$ cat src/rtl/rv_boot_pkg.sv
// Shared definitions for the instruction-memory boot loader: FSM state
// constants, the default boot PC and a state decode helper.
package rv_boot_pkg;

  // Loader FSM states.
  localparam logic [2:0] ST_HDR   = 3'd0;  // waiting for the length header
  localparam logic [2:0] ST_LOAD  = 3'd1;  // streaming image words into imem
  localparam logic [2:0] ST_WAIT  = 3'd2;  // release delay before cpu start
  localparam logic [2:0] ST_RUN   = 3'd3;  // cpu running, loader idle
  localparam logic [2:0] ST_ERROR = 3'd4;  // oversize header, cpu held

  // Reset vector used when the top does not override BOOT_PC.
  localparam logic [31:0] BOOT_PC_DEFAULT = 32'h0000_0000;

  // The stream is accepted only while a header or image word is expected.
  function automatic logic accepts_stream(input logic [2:0] st);
    logic acc;
    case (st)
      ST_HDR:  acc = 1'b1;
      ST_LOAD: acc = 1'b1;
      default: acc = 1'b0;
    endcase
    return acc;
  endfunction

endpackage

$ cat src/rtl/imem_boot_loader.sv
// Streaming boot loader: holds the cpu in reset, copies a length-prefixed
// image from the host stream into instruction memory, then releases the
// cpu at BOOT_PC after a short settle delay. Re-triggerable via reload.
module imem_boot_loader
  import rv_boot_pkg::*;
#(
  parameter int               XLEN          = 32,
  parameter int               IMEM_DEPTH    = 256,
  parameter logic [XLEN-1:0]  BOOT_PC       = XLEN'(BOOT_PC_DEFAULT),
  parameter int               RELEASE_DELAY = 2
) (
  input  logic                          clk,
  input  logic                          rst_n,
  input  logic                          s_valid,
  output logic                          s_ready,
  input  logic [XLEN-1:0]               s_data,
  input  logic                          reload,
  output logic                          imem_we,
  output logic [$clog2(IMEM_DEPTH)-1:0] imem_addr,
  output logic [XLEN-1:0]               imem_wdata,
  output logic                          cpu_rst_n,
  output logic [XLEN-1:0]               boot_pc,
  output logic                          done,
  output logic                          err,
  output logic [$clog2(IMEM_DEPTH):0]   load_count
);

  localparam int AW = $clog2(IMEM_DEPTH);
  // Delay counter only has to count 0 .. RELEASE_DELAY-1.
  localparam int DW = (RELEASE_DELAY > 1) ? $clog2(RELEASE_DELAY) : 1;

  logic [2:0]      state_q, state_d;
  logic [AW:0]     len_q, len_d;
  logic [DW-1:0]   cnt_q, cnt_d;
  logic [AW:0]     load_count_q, load_count_d;
  logic            s_ready_q, s_ready_d;
  logic            we_q, we_d;
  logic [AW-1:0]   addr_q, addr_d;
  logic [XLEN-1:0] wdata_q, wdata_d;
  logic            cpu_rst_n_q, cpu_rst_n_d;
  logic            done_q, done_d;
  logic            err_q, err_d;

  logic            transfer_s;
  logic [AW:0]     load_count_inc_s;

  assign transfer_s       = s_valid & s_ready_q;
  assign load_count_inc_s = load_count_q + {{AW{1'b0}}, 1'b1};

  // Next-state, write-port and counter logic for the load sequence.
  always_comb begin
    state_d      = state_q;
    len_d        = len_q;
    cnt_d        = cnt_q;
    load_count_d = load_count_q;
    we_d         = 1'b0;
    addr_d       = addr_q;
    wdata_d      = wdata_q;

    case (state_q)
      ST_HDR: begin
        if (reload) begin
          state_d      = ST_HDR;
          load_count_d = '0;
        end else if (transfer_s) begin
          // Only the low bits matter once the range check has passed.
          len_d        = s_data[AW:0];
          load_count_d = '0;
          cnt_d        = '0;
          if (s_data > XLEN'(IMEM_DEPTH)) begin
            state_d = ST_ERROR;
          end else if (s_data == '0) begin
            state_d = ST_WAIT;
          end else begin
            state_d = ST_LOAD;
          end
        end else begin
          state_d = ST_HDR;
        end
      end

      ST_LOAD: begin
        if (reload) begin
          // A word offered in the same cycle as reload is dropped.
          state_d      = ST_HDR;
          load_count_d = '0;
        end else if (transfer_s) begin
          we_d         = 1'b1;
          addr_d       = load_count_q[AW-1:0];
          wdata_d      = s_data;
          load_count_d = load_count_inc_s;
          if (load_count_inc_s == len_q) begin
            state_d = ST_WAIT;
            cnt_d   = '0;
          end else begin
            state_d = ST_LOAD;
          end
        end else begin
          state_d = ST_LOAD;
        end
      end

      ST_WAIT: begin
        if (reload) begin
          state_d      = ST_HDR;
          load_count_d = '0;
        end else if (cnt_q == DW'(RELEASE_DELAY - 1)) begin
          state_d = ST_RUN;
        end else begin
          cnt_d = cnt_q + {{(DW-1){1'b0}}, 1'b1};
        end
      end

      ST_RUN: begin
        if (reload) begin
          state_d = ST_HDR;
        end else begin
          state_d = ST_RUN;
        end
      end

      ST_ERROR: begin
        if (reload) begin
          state_d = ST_HDR;
        end else begin
          state_d = ST_ERROR;
        end
      end

      default: begin
        state_d      = ST_HDR;
        load_count_d = '0;
      end
    endcase
  end

  // Status outputs are decoded from the next state so they are registered
  // yet line up exactly with the state register.
  always_comb begin
    s_ready_d   = accepts_stream(state_d);
    cpu_rst_n_d = (state_d == ST_RUN);
    done_d      = (state_d == ST_RUN);
    err_d       = (state_d == ST_ERROR);
  end

  // State, counters and all registered outputs.
  always_ff @(posedge clk or negedge rst_n) begin
    if (!rst_n) begin
      state_q      <= ST_HDR;
      len_q        <= '0;
      cnt_q        <= '0;
      load_count_q <= '0;
      s_ready_q    <= 1'b0;
      we_q         <= 1'b0;
      addr_q       <= '0;
      wdata_q      <= '0;
      cpu_rst_n_q  <= 1'b0;
      done_q       <= 1'b0;
      err_q        <= 1'b0;
    end else begin
      state_q      <= state_d;
      len_q        <= len_d;
      cnt_q        <= cnt_d;
      load_count_q <= load_count_d;
      s_ready_q    <= s_ready_d;
      we_q         <= we_d;
      addr_q       <= addr_d;
      wdata_q      <= wdata_d;
      cpu_rst_n_q  <= cpu_rst_n_d;
      done_q       <= done_d;
      err_q        <= err_d;
    end
  end

  assign s_ready    = s_ready_q;
  assign imem_we    = we_q;
  assign imem_addr  = addr_q;
  assign imem_wdata = wdata_q;
  assign cpu_rst_n  = cpu_rst_n_q;
  assign boot_pc    = BOOT_PC;
  assign done       = done_q;
  assign err        = err_q;
  assign load_count = load_count_q;

endmodule

$ cat config.mk
export PLATFORM = sky130hd
export DESIGN_NAME = imem_boot_loader
export DESIGN_NICKNAME = d
export VERILOG_FILES = /design/src/rtl/rv_boot_pkg.sv /design/src/rtl/imem_boot_loader.sv
export SDC_FILE = /design/constraint.sdc
export NUM_CORES = 1
export LEC_CHECK = 0
export ABC_CLOCK_PERIOD_IN_PS = 4200
export BUFFER_PORTS_ARGS = -buffer_cell sky130_fd_sc_hd__buf_2
export CORE_UTILIZATION = 50
export DETAILED_ROUTE_END_ITERATION = 7
export HOLD_SLACK_MARGIN = 0.12
export PLACE_DENSITY = 0.81
export SYNTH_ARGS = -nofsm -noshare
export SYNTH_HDL_FRONTEND = slang
export SYNTH_SLANG_ARGS = --single-unit
$ cat constraint.sdc
create_clock -name clk -period 4.2 [get_ports clk]
set_clock_uncertainty 0.05 [all_clocks]
set_input_delay 0.21 -clock clk [delete_from_list [all_inputs] [get_ports clk]]
set_output_delay 0.21 -clock clk [all_outputs]
set_load 0.05 [all_outputs]
Yosys cells after proc, flatten, opt, wreduce, memory -nomap -nowiden
Index checks and enable logic that the tools add are counted.
{"block": "totals", "regBits": 66, "in_bits": 36, "out_inout_bits": 86, "word_cells": 73}
{"block": "op_classes", "n_addsub": 2, "order_cmp": 1, "n_eq_ne": 17, "muxes": 30, "bitwise": 3, "reduce_logical": 10}
{"op": "9-bit two-way mux", "count": 5}
{"op": "9-bit case mux with 4 select lines", "count": 1}
{"op": "32-bit by 9-bit greater-than comparator with 1-bit output, second input constant", "count": 1}
{"op": "32-bit zero test", "count": 1}
{"op": "3-bit two-way mux", "count": 8}
{"op": "3-bit case mux with 5 select lines", "count": 1}
{"op": "2-bit != test, second input constant", "count": 7}
{"op": "1-bit two-way mux", "count": 11}
{"op": "9-bit by 1-bit adder with 9-bit output, second input constant", "count": 1}
{"op": "3-bit by 2-bit equality test with 1-bit output, second input constant", "count": 3}
{"op": "9-bit equality test", "count": 1}
{"op": "7-bit AND reduction", "count": 1}
{"op": "3-bit by 1-bit equality test with 1-bit output, second input constant", "count": 2}
{"op": "3-bit equality test, second input constant", "count": 2}
{"op": "3-bit zero test", "count": 2}
{"op": "2-bit two-way mux", "count": 3}
{"op": "3-bit != test, second input constant", "count": 2}
{"op": "3-bit AND reduction", "count": 2}
{"op": "4-bit AND reduction", "count": 1}
{"op": "2-bit OR reduction", "count": 2}
{"op": "1-bit case mux with 3 select lines", "count": 1}
{"op": "3-bit nonzero test", "count": 1}
{"op": "1-bit inverter", "count": 2}
{"op": "1-bit adder, second input constant", "count": 1}
{"op": "1-bit bitwise AND", "count": 1}

Longest topological paths before layout
Gate-level depths: netlist of run 1.
{"block": "logic_depth", "depth_word": 9, "ltp_mapped": 7, "mapped_depth_nobuf": 6}

Worst setup path after synthesis of run 1
OpenSTA, ideal clock, no wires.
{"block": "synth_path", "path_kind": "reg2reg", "from": "reg load_count_q[0], in the netlist load_count[0]", "to": "reg cnt_q", "setup_time_ns": 0.139, "arrival_ns": 1.988, "t_required_ns": 4.011, "setup_slack_ns": 2.023, "stages_incl_launch_ff": 7, "n_path_buf": 0, "path_cell_list": "dfrtp_1 > ha_1 > nand3_1 > o21ai_0 > nand4_1 > nor4_2 > o22ai_1"}
{"block": "synth_between", "elab_chain_len": 4}
{"item": "from (decl)", "line": "imem_boot_loader.sv:35", "text": "logic [AW:0] load_count_q, load_count_d;"}
{"item": "from (signal assigned)", "line": "imem_boot_loader.sv:164", "text": "load_count_q <= load_count_d;"}
{"item": "9-bit by 1-bit adder with 9-bit output", "line": "imem_boot_loader.sv:48", "text": "assign load_count_inc_s = load_count_q + {{AW{1'b0}}, 1'b1};"}
{"item": "9-bit equality test", "line": "imem_boot_loader.sv:92", "text": "if (load_count_inc_s == len_q) begin"}
{"item": "2-bit != test (no line)"}
{"item": "7-bit AND reduction (no line)"}
{"item": "to (signal assigned)", "line": "imem_boot_loader.sv:163", "text": "cnt_q <= cnt_d;"}
{"item": "to (decl)", "line": "imem_boot_loader.sv:34", "text": "logic [DW-1:0] cnt_q, cnt_d;"}
No other way between the ends.
A chain may end at the register's enable or synchronous reset.

Worst setup path after layout of run 1
{"block": "layout_path", "from": "reg load_count_q[0], in the netlist load_count[0]", "to": "reg state_q[0]"}
{"block": "layout_between", "elab_chain_len": 6}
{"item": "9-bit by 1-bit adder with 9-bit output", "line": "imem_boot_loader.sv:48"}
{"item": "9-bit equality test", "line": "imem_boot_loader.sv:92"}
{"item": "2-bit two-way mux", "line": "imem_boot_loader.sv:92"}
{"item": "3-bit two-way mux", "line": "imem_boot_loader.sv:87", "text": "end else if (transfer_s) begin"}
{"item": "3-bit two-way mux", "line": "imem_boot_loader.sv:83", "text": "if (reload) begin"}
{"item": "3-bit case mux with 5 select lines", "line": "imem_boot_loader.sv:60", "text": "case (state_q)"}
{"item": "via state_d[0]", "line": "imem_boot_loader.sv:32", "text": "logic [2:0] state_q, state_d;"}
{"item": "to (signal assigned)", "line": "imem_boot_loader.sv:161", "text": "state_q <= state_d;"}
{"item": "to (decl)", "line": "imem_boot_loader.sv:32"}
The timed path passes the listed nets, and every way through them passes these cells.

==> summary.txt, run 1 <==
Final layout
  – Most frequent cells in the layout: 129 x nand2_1, 89 x buf_2, 66 x dfrtp_1
  – Fin area: 4178 um2
  – Fillers: 503
  – Share of cells above drive strength 1: 0.2824
  – Area growth from synthesis to layout: 26.72%
  – Commonest non-fill, non-tap cell in the layout: nand2_1
  – Non-filler instance count after layout: between 500 and 600
  – Fin util: 0.6579
  – Ant. Diodes: 0
  – Final Net Count: 510

STA
  – Slew HR: 0.4815
  – Final Max Slew Viols: 0
  – Final setup viols: 0
  – Worst setup margin: approximately 2000 ps
  – Sum Neg Setup Slack: 0 ps
  – Least-Margin Pin Slew: 776.6 ps
  – FMAX: 0.4610 GHz
  – Min Tclk post-route: 2169 ps
  – Fin crit share: 0.5165
  – Final hold violations: 0
  – RSZ-0062 raised after global routing: false

Floorplanning
  – I/O pin count: ~120
  – Initial Util: 0.5192
  – Core Area: 6350 um2
  – Die area: 6922 um2
  – Die W: about 83 um
  – Row count: 29
  – Die Height: 83.20 um

Clock tree
  – CTS Sinks: 66
  – Clock tree from TritonCTS: yes
  – Htree depth: 3
  – Post-CTS Resized: 0
  – Hold-fix buffers at CTS: 34
  – Number of CTS-inserted buffers: 9
  – Worst skew pair latency: 340 ps
  – CTS Buffer Depth: 2
  – Root Driver: clkbuf_8
  – Post-CTS Setup Repair Bufs: 0
  – Clock slew at reported path FFs: 80 ps

Synth
  – Syn. warnings: 0
  – Syn_area_per_cell: roughly 9.3 um2
  – Dominant synthesized flop cell: dfrtp_1
  – Cells after Synth: 355
  – Flops & latches, synth: 66
  – Synth async-reset ratio: 1.000
  – Post-Syn Area: 3297 um2
  – Post-synth EDFFs: 0
  – Top cell type's share of synthesized area: 0.5009
  – Sequential fraction of the synthesis area: 0.5009
  – Unique masters post-synth: 45
  – Cell taking the most area after synthesis: dfrtp_1
  – Area contributors post-synth: dfrtp_1 50%, nand2_1 15%, buf_4 8.2%

GRT
  – GRT met1 Usage: 0.3160
  – GR met3 Demand/Resource: 0.05964
  – Grt total ovfl: 0
  – First-pass GRT wire length: 13.57 mm
  – Initial antenna violation count: 0
  – Total Routing Usage GR: 0.2510
  – GR met2 Demand/Resource: 0.4009
  – Layer carrying the most global-route usage: met2
  – Largest net degree at the start of global routing: 53
  – Vias in the first global route: 2817

Drt
  – Wirelength per Cell: 14.92 um
  – Number of routed nets with antenna violations: 0
  – Vias per cell: 5.150
  – Routed vias: 2858
  – DR DRC count: 0
  – Initial DRC Count: 252
  – Detailed Route WL: 8.283 mm
  – First-pass iteration count of the detailed router: 4

Setup path
  – FF-to-FF setup slack: 2030 ps
  – Crit path required time: 4350 ps
  – Reg2reg start: load_count[0]
  – Critical path type: reg2reg
  – Worst Setup End Kind: flop
  – Reg2Reg Depth: 6
  – Crit-path max FO: 8
  – Critical Path AT: 2320 ps
  – R2R Path End: state_q[0]
  – Worst setup SP type: flop

Power and ir drop
  – Clock network power share: 0.375
  – Seq pwr share: 0.475
  – Sw Share: 0.2941
  – Sw Pwr: between 0.0004 and 0.0005 W
  – Pwr/cell area: roughly 340 nW/um2
  – Pint: slightly above 0.001 W
  – Leak: roughly 2.3 nW
  – Worst ir drop on vdd: 201.9 uV
  – Comb pwr share: 0.150

Worst hold path
  – Hold wc startpoint: s_valid
  – Hold-critical path depth: 3
  – Hold EP: state_q[0]
  – Hold Path Class: in2reg

Flow run
  – Maxcap violations: 0

Placement
  – Pre-CTS WS: roughly 2100 ps
  – Hpwl dp: 5.086 mm
  – IO buf count: 89
  – Cells after DPL: 505
  – Area post-placement: 3645 um2
  – Placer Congestion: 0.9342

Outcome
  – Outcome: finished, final reports clean
==> metal layers <==
| layer | share of wire | vias to the layer above | wire length (um) |
|---|---|---|---|
| li1 | - | 1352 | - |
| met1 | 0.44 | 1365 | 3633 |
| met2 | 0.47 | 119 | 3893 |
| met3 | 0.060 | 22 | 495 |
| met4 | 0.032 | 0 | 261 |
| met5 | 0 | - | 0 |
==> area by class of cell <==
type / count / area (um2) / share of cell area
Timing Repair Buffer: 125 / 800.8 / 0.1917
Clock buffer: 9 / 123.9 / 0.02965
Clock inverter: 7 / 68.82 / 0.01647
Multi-Input combinational cell: 270 / 1433 / 0.3429
Tap cell: 77 / 96.34 / 0.02306
Sequential cell: 66 / 1652 / 0.3953
Inverter: 1 / 3.754 / 0.0008985
==> cells in the mapped netlist (3+ instances only) <==
library cell	count
a31oi_1	4
buf_2	7
buf_4	36
clkbuf_1	6
dfrtp_1	66
mux2_2	9
nand2_1	130
nand3_1	6
nor2_1	14
nor3_1	5
nor4_2	6
o21ai_0	11
o41ai_1	3
xnor2_1	6
xor2_1	4
==> worst max-delay path, stage by stage (launching register included) <==
cell     delay, ps
dfrtp_1        460
ha_1           320
nand3_1        160
o21ai_0        210
nand4_1        110
nor4_2         540
a31oi_1        170
==> power groups by stage <==
stage                     Sequential, W  Clock (W)  Combinational, W
after CTS                      0.000680   0.000541          0.000213
after global placement         0.000691          0          0.000186
after floorplan                0.000689          0          0.000158
final                          0.000680   0.000536          0.000215
after global routing           0.000683   0.000565          0.000230
after detailed placement       0.000693          0          0.000189
==> flip-flops by register name, indices dropped and copies added (netlist names) <==
| name | cells |
|---|---|
| done | 1 |
| cnt_q | 1 |
| s_ready | 1 |
| len_q | 9 |
| imem_wdata | 32 |
| imem_we | 1 |
| load_count | 9 |
| imem_addr | 8 |
| state_q | 3 |
| err | 1 |
==> per-stage QoR <==
stage / hold slack, ps / total power (W)
2_1_floorplan: -135.6 / 0.0008467
6_report: 291.7 / 0.001431
5_1_grt: 332.3 / 0.001479
3_3_place_gp: 178.2 / 0.0008770
3_5_place_dp: 181.4 / 0.0008815
4_1_cts: 278.7 / 0.001434
==> how the worst max path moves through the flow <==
stage | start | endpoint | slack, ps | cells past startpoint
after global routing | load_count[0] | state_q[0] | 1860 | 6
after CTS | load_count[0] | state_q[0] | 2050 | 6
after floorplan | load_count[0] | cnt_q | 2020 | 6
after detailed placement | load_count[0] | state_q[0] | 2060 | 6
after global placement | load_count[0] | cnt_q | 2170 | 6
final | load_count[0] | state_q[0] | 2030 | 6
==> logic make-up (layout without fill, tap and decap cells) <==
logic type,Yosys count,after routing,synth area share
multiplexers,9,9,0.03074
flip-flops,66,66,0.5009
buffers and inverters,50,142,0.1006
adder cells (fa/ha/maj),1,1,0.003794
AO/OA/AOI/OAI,37,37,0.08425
other,1,32,0.001137
XOR/XNOR,10,10,0.02656
AND/OR/NAND/NOR,181,181,0.2520
No activity file was read; power rests on OpenSTA's default activity.
==> run 2: changes to the inputs <==
--- a/config.mk
+++ b/config.mk
@@ -5,12 +5,13 @@
 export SDC_FILE = /design/constraint.sdc
 export NUM_CORES = 1
 export LEC_CHECK = 0
-export ABC_CLOCK_PERIOD_IN_PS = 4200
+export ABC_AREA = 1
+export ABC_CLOCK_PERIOD_IN_PS = 1900
 export BUFFER_PORTS_ARGS = -buffer_cell sky130_fd_sc_hd__buf_2
-export CORE_UTILIZATION = 50
+export CORE_UTILIZATION = 44
 export DETAILED_ROUTE_END_ITERATION = 7
 export HOLD_SLACK_MARGIN = 0.12
-export PLACE_DENSITY = 0.81
+export PLACE_DENSITY = 0.76
 export SYNTH_ARGS = -nofsm -noshare
 export SYNTH_HDL_FRONTEND = slang
 export SYNTH_SLANG_ARGS = --single-unit
==> constraint.sdc (replaced) <==
create_clock -name clk -period 1.9 [get_ports clk]
set_clock_uncertainty 0.05 [all_clocks]
set_input_delay 0.095 -clock clk [delete_from_list [all_inputs] [get_ports clk]]
set_output_delay 0.095 -clock clk [all_outputs]
set_load 0.05 [all_outputs]
==> run 2 against run 1 <==
  * Power increased by 130%
  * Cell count increased by 12%
  * Global-route usage decreased by 2.6 points
  * Critical endpoint is now cnt_q
  * Sequential share of layout area decreased by 0.74 points
  * Critical path depth increased by 8
==> summary.txt, run 2 <==
Synth
  – Post-synth EDFFs: 0 (unchanged)
  – Commonest cells post-synth: 106 x nand2_1, 66 x dfrtp_1, 46 x inv_1, 44 x o21ai_0, 34 x buf_4
  – Flops & latches, synth: 66 (unchanged)
  – Sequential fraction of the synthesis area: 0.5095 (+0.008507)
  – Cell taking the most area after synthesis: dfrtp_1
  – Count leader, synth: nand2_1
  – Syn_area_per_cell: 8.312 um2 (-10%)
  – Top cell type's share of synthesized area: 0.5095 (+0.008507)
  – Dominant synthesized flop cell: dfrtp_1
  – Post-Syn Area: 3242 um2 (-1.7%)
  – Syn. warnings: 0 (unchanged)
  – Area contributors post-synth: dfrtp_1 51%, nand2_1 12%, buf_4 7.9%
  – Synth async-reset ratio: 1.000 (unchanged)
  – Unique masters post-synth: 31 (-31%)
  – Cells after Synth: 390 (+9.9%)

Worst hold path
  – Hold Path Class: in2reg
  – Hold-critical path depth: 4 (+1)
  – Hold EP: state_q[0]
  – Hold wc startpoint: s_valid

Floorplanning
  – Row count: 30 (+3.4%)
  – Die W: 87.84 um (+5.6%)
  – Die Height: 87.84 um (+5.6%)
  – Initial Util: 0.4668 (-0.05237)
  – I/O pin count: 122 (unchanged)
  – Die area: 7715 um2 (+11%)
  – Core Area: 6944 um2 (+9.4%)

Drt
  – Vias per cell: 4.772 (-7.3%)
  – Detailed Route WL: 7.978 mm (-3.7%)
  – Routed vias: 2954 (+3.4%)
  – First-pass iteration count of the detailed router: 4 (unchanged)
  – Initial DRC Count: 178 (-29%)
  – DR DRC count: 0 (unchanged)
  – Number of routed nets with antenna violations: 0 (unchanged)
  – Wirelength per Cell: 12.89 um (-14%)

Power and ir drop
  – Comb pwr share: 0.166 (+0.016)
  – Seq pwr share: 0.473 (-0.002)
  – Leak: 2.315 nW (+1.4%)
  – Sw Pwr: 0.0009499 W (+130%)
  – Pwr/cell area: 754.7 nW/um2 (+120%)
  – Clock network power share: 0.361 (-0.014)
  – Worst ir drop on vdd: 359.5 uV (+78%)
  – Sw Share: 0.2947 (+0.0006068)
  – Pint: 0.002273 W (+130%)
  – Tot Pwr: 0.003223 W (+130%)

GRT
  – Largest net degree at the start of global routing: 44 (-17%)
  – First-pass GRT wire length: 13.12 mm (-3.3%)
  – Grt total ovfl: 0 (unchanged)
  – Initial antenna violation count: 0 (unchanged)
  – Total Routing Usage GR: 0.2255 (-0.02554)
  – Vias in the first global route: 2890 (+2.6%)

Clock tree
  – CTS Buffer Depth: 2 (unchanged)
  – Htree depth: 3 (unchanged)
  – CTS Sinks: 66 (unchanged)
  – Clock tree from TritonCTS: yes
  – Root Driver: clkbuf_8
  – Worst skew pair latency: 340 ps (about the same)
  – Number of CTS-inserted buffers: 9 (unchanged)
  – Clock slew at reported path FFs: 70 ps (about the same)

STA
  – Min Tclk post-route: 1805 ps (-364.6 ps)
  – FMAX: 0.5541 GHz (+20%)
  – Final hold violations: 0 (unchanged)
  – Fin crit share: 0.9498 (+0.4333)
  – RSZ-0062 raised after global routing: true
  – Final setup viols: 0 (unchanged)
  – Final Max Slew Viols: 0 (unchanged)

Setup path
  – Critical Path AT: 1990 ps (-330 ps)
  – Critical path type: reg2reg
  – Crit-path max FO: 7 (-1)
  – Worst setup SP type: flop
  – Reg2reg start: load_count[1]
  – Crit path required time: 2090 ps (-2260 ps)
  – Worst Setup End Kind: flop
  – R2R Path End: cnt_q
  – Reg2Reg Depth: 14 (+8)
  – FF-to-FF setup slack: 100 ps (-1940 ps)

Flow run
  – Maxcap violations: 0 (unchanged)

Final layout
  – Fin area: 4270 um2 (+2.2%)
  – Commonest non-fill, non-tap cell in the layout: nand2_1
  – Area growth from synthesis to layout: 31.73%
  – Ant. Diodes: 0 (unchanged)
  – Fillers: 582 (+16%)
  – Share of cells above drive strength 1: 0.2543 (-0.02812)
  – Most frequent cells in the layout: 104 x nand2_1, 89 x buf_2, 62 x dfrtp_1
  – Final Net Count: 556 (+9.0%)
  – Max reg flops: 32 (unchanged)

Placement
  – Placer Congestion: 0.8691 (-7.0%)
  – IO buf count: 89 (unchanged)
  – Hpwl dp: 5.348 mm (+5.2%)
  – Area post-placement: 3697 um2 (+1.4%)

Outcome
  – Outcome: finished, final reports clean
==> run 2: repair_timing <==
action | in CTS | in global routing
gates resized for setup | 0 | 7
endpoints found under the setup margin | 0 | 3
buffers inserted | 0 | 1
endpoints found under the hold margin | 112 | 0
hold buffers | 35 | 0
==> run 2: per-layer routing <==
layer  GRT usage  part of all wire  wire length [um]  up-vias
met3     0.04807             0.060               475       27
met1      0.2732              0.43              3419     1369
met4      0.1297             0.038               301        0
met5           0                 0                 0        -
met2      0.3728              0.47              3781      120
li1            -                 -                 -     1438
==> run 2: worst max-delay path by stage <==
stage | start | end | slack, ps | depth (start not counted)
finish | load_count[1] | cnt_q | 100 | 14
global route | load_count[1] | cnt_q | -10 | 14
CTS | load_count[1] | cnt_q | 40 | 12
detailed placement | load_count[1] | cnt_q | 60 | 12
global placement | load_count[1] | cnt_q | 180 | 11
floorplan | load_count[0] | cnt_q | 40 | 12
==> run 2: cell type report <==
| class | count | area, um2 | share of cell area |
|---|---|---|---|
| Multi-Input combinational cell | 262 | 1240 | 0.2904 |
| Tap cell | 96 | 120.1 | 0.02813 |
| Clock buffer | 10 | 137.6 | 0.03223 |
| Clock inverter | 5 | 55.05 | 0.01289 |
| Inverter | 48 | 180.2 | 0.04219 |
| Sequential cell | 66 | 1657 | 0.3879 |
| Timing Repair Buffer | 132 | 880.8 | 0.2063 |
==> run 2: kinds of logic (layout without fill, tap and decap cells) <==
logic type	after synthesis	after routing	share of synthesized area
and+or+nand+nor	162	162	0.2173
buffers and inverters	93	195	0.1501
DFF	66	66	0.5095
AOI/OAI and AO/OA	63	63	0.1073
xor gates and xnor gates	4	4	0.01081
adders and majority gates	1	1	0.003859
other	1	32	0.001157
==> run 2: metrics by stage <==
| stage | utilization | setup TNS, ps | hold WS [ps] | worst slack [ps] | cells |
|---|---|---|---|---|---|
| 2_1_floorplan | - | 0 | -250.6 | 39.84 | 421 |
| 3_3_place_gp | 0.5324 | 0 | -146.3 | 175.4 | 568 |
| 3_5_place_dp | 0.5324 | 0 | -144.0 | 62.13 | 568 |
| 4_1_cts | 0.6106 | 0 | 133.7 | 39.41 | 618 |
| 5_1_grt | 0.6150 | -12.77 | 173.2 | -12.77 | 619 |
| 6_report | 0.6150 | 0 | 140.5 | 95.37 | 619 |
==> run 2: power groups by stage <==
stage,Sequential (W),Combinational [W],Clock (W)
3_5_place_dp,0.00155,0.000472,0
3_3_place_gp,0.00155,0.000460,0
4_1_cts,0.00152,0.000530,0.00119
2_1_floorplan,0.00156,0.000374,0
6_report,0.00152,0.000534,0.00116
5_1_grt,0.00153,0.000588,0.00125
==> run 2: worst max-delay path: stages, from the launching register on <==
cell	delay, ps
dfrtp_2	470
ha_4	200
nand2_4	70
nor2_4	50
nand2_1	70
nand2_2	70
buf_4	130
nand3b_1	70
nand2_1	60
nor2_2	100
nand3_2	110
nand2_1	100
nand2_1	50
nand2_1	50
nand2_1	40
==> run 3: changes to the inputs <==
--- a/config.mk
+++ b/config.mk
@@ -12,6 +12,7 @@
 export DETAILED_ROUTE_END_ITERATION = 7
 export HOLD_SLACK_MARGIN = 0.12
 export PLACE_DENSITY = 0.76
+export RECOVER_POWER = 50
 export SYNTH_ARGS = -nofsm -noshare
 export SYNTH_HDL_FRONTEND = slang
 export SYNTH_SLANG_ARGS = --single-unit
==> run 3 against run 2 <==
  * Worst hold slack hardly changed
  * Sequential power about the same
  * Non-clock buffer count is the same
  * Cell count is the same
  * Via count fell by 0.30%
  * Utilization decreased by 0.76 points
  * Critical endpoint unchanged
  * Largest cell class unchanged
==> summary.txt, run 3 (synthesis gave the netlist of run 2 again) <==
Power and ir drop
  – Leak: 2.190 nW (-5.4%)
  – Sw Pwr: 0.0009432 W (-0.71%)
  – Clock network power share: 0.361 (about the same)
  – Sw Share: 0.2938 (-0.0009180)
  – Worst ir drop on vdd: 359.5 uV (about the same)
  – Pwr/cell area: 761.1 nW/um2 (+0.85%)
  – Seq pwr share: 0.475 (+0.002)
  – Pint: 0.002267 W (-0.27%)
  – Comb pwr share: 0.164 (-0.002)

GRT
  – Vias in the first global route: 2890 (unchanged)
  – Largest net degree at the start of global routing: 44 (unchanged)
  – Grt total ovfl: 0 (unchanged)
  – Total Routing Usage GR: 0.2255 (unchanged)
  – First-pass GRT wire length: 13.12 mm (unchanged)
  – Initial antenna violation count: 0 (unchanged)

Final layout
  – Area growth from synthesis to layout: 30.10%
  – Commonest non-fill, non-tap cell in the layout: nand2_1
  – Non-filler instance count after layout: 619 (unchanged)
  – Max reg flops: 32 (unchanged)
  – Most frequent cells in the layout: 104 x nand2_1, 62 x dfrtp_1, 62 x buf_2
  – Share of cells above drive strength 1: 0.2008 (-0.05354)
  – Ant. Diodes: 0 (unchanged)
  – Final Net Count: 556 (unchanged)

Setup path
  – CP peak stage delay: 470 ps (about the same)
  – CP cell instances: ha_4 -> nand2_4 -> nor2_4 -> nand2_1 -> nand2_2 -> buf_4 -> nand3b_1 -> nand2_1 -> nor2_2 -> nand3_2 -> nand2_1 -> nand2_1 -> nand2_1 -> nand2_1
  – Crit-path slowest cell: dfrtp_2
  – Buf/Inv on CP: 1 (unchanged)
  – Critical Path AT: 1990 ps (about the same)
  – Worst Setup End Kind: flop
  – Worst setup SP type: flop
  – Critical path type: reg2reg
  – R2R Path End: cnt_q
  – Crit-path max FO: 7 (unchanged)
  – Reg2Reg Depth: 14 (unchanged)
  – CP delay by family, top: simple AND/OR/NAND/NOR gates
  – Crit path required time: 2080 ps (about the same)
  – Worst path depth: 14 (unchanged)
  – Reg2reg start: load_count[1]
  – CP most frequent cell: nand2_1
  – FF-to-FF setup slack: 100 ps (about the same)

Worst hold path
  – Hold EP: state_q[0]
  – Hold Path Class: in2reg
  – Hold wc startpoint: s_valid
  – Hold-critical path depth: 4 (unchanged)

STA
  – Slew HR: 0.2299
  – Final Max Slew Viols: 0 (unchanged)
  – Final hold violations: 0 (unchanged)
  – Fin crit share: 0.9482 (-0.001647)
  – Min Tclk post-route: 1802 ps (-3.130 ps)
  – FMAX: 0.5551 GHz (+0.17%)
  – Final setup viols: 0 (unchanged)
  – Final hold slack: 140.7 ps (+0.2490 ps)
  – Least-Margin Pin Slew: 1155 ps
  – RSZ-0062 raised after global routing: true

Clock tree
  – Root Driver: clkbuf_8
  – Clock slew at reported path FFs: 70 ps (about the same)
  – Clock tree from TritonCTS: yes
  – CTS Sinks: 66 (unchanged)
  – Number of CTS-inserted buffers: 9 (unchanged)
  – Htree depth: 3 (unchanged)
  – CTS Buffer Depth: 2 (unchanged)
  – Worst skew pair latency: 340 ps (about the same)

Floorplanning
  – I/O pin count: 122 (unchanged)
  – Row count: 30 (unchanged)
  – Core Area: 6944 um2 (unchanged)
  – Initial Util: 0.4668 (unchanged)
  – Die Height: 87.84 um (unchanged)
  – Die area: 7715 um2 (unchanged)
  – Die W: 87.84 um (unchanged)

Drt
  – Routed vias: 2945 (-0.30%)
  – First-pass iteration count of the detailed router: 5 (+1)
  – Initial DRC Count: 190 (+6.7%)
  – Wirelength per Cell: 12.81 um (-0.59%)
  – DR DRC count: 0 (unchanged)
  – Vias per cell: 4.758 (-0.30%)
  – Detailed Route WL: 7.931 mm (-0.59%)
  – Number of routed nets with antenna violations: 0 (unchanged)

Placement
  – IO buf count: 89 (unchanged)
  – Cells after DPL: 568 (unchanged)
  – Placer Congestion: 0.8691 (unchanged)
  – Hpwl dp: 5.348 mm (unchanged)

Outcome
  – Outcome: finished, final reports clean

Flow run
  – Maxcap violations: 0 (unchanged)
[run 3: cell count changes in the layout (fill, tap and decap cells not counted)]
cell	before	now
buf_4	6	5
clkbuf_1	0	28
buf_2	89	62
clkbuf_2	0	1
buf_12	2	1
[run 3: repair_timing]
action	in CTS	in global routing
setup buffers	0	1
hold buffers	35	0
setup endpoints to repair	0	3
resized for setup	0	7
endpoints found under the hold margin	112	0
[run 3: worst max path at each step]
stage / startpoint / to
after floorplan: load_count[0] / cnt_q
after global placement: load_count[1] / cnt_q
after detailed placement: load_count[1] / cnt_q
after CTS: load_count[1] / cnt_q
after global routing: load_count[1] / cnt_q
final: load_count[1] / cnt_q
[run 3: cell type report]
cell class / instances / area [um2]
multi-input cells: 262 / 1240
clock inverters: 5 / 55.05
repair buffers: 132 / 828.3
clock buffers: 10 / 137.6
flip-flops and latches: 66 / 1657
fillers: 602 / 2726
well taps: 96 / 120.1
inverters: 48 / 180.2
[run 3: power by group through the flow]
stage	Sequential (W)	Clock (W)	Combinational (W)
2_1_floorplan	0.00156	0	0.000374
3_5_place_dp	0.00155	0	0.000472
6_report	0.00153	0.00116	0.000527
5_1_grt	0.00153	0.00125	0.000581
3_3_place_gp	0.00155	0	0.000460
4_1_cts	0.00152	0.00119	0.000530
[run 3: layer usage]
layer	GRT usage	vias up	routed length (um)
met5	0	-	0
li1	-	1440	-
met4	0.1297	0	280
met1	0.2732	1356	3363
met2	0.3728	124	3786
met3	0.04807	25	502
[run 3: tightest hold or removal path, delay by kind of cell]
kind | cells | cell delay [ps]
and+or+nand+nor | 2 | 250
AOI/OAI and AO/OA | 1 | 70
buffers and inverters | 1 | 80
[run 3: metrics by stage]
stage          total power [W]  TNS (ps)  instance area (um2)  setup WS (ps)  utilization
2_1_floorplan         0.001934         0                 3361          39.84            -
3_3_place_gp          0.002009         0                 3697          175.4       0.5324
3_5_place_dp          0.002023         0                 3697          62.13       0.5324
4_1_cts               0.003239         0                 4240          39.41       0.6106
5_1_grt               0.003364    -12.77                 4218         -12.77       0.6074
6_report              0.003210         0                 4218          98.50       0.6074
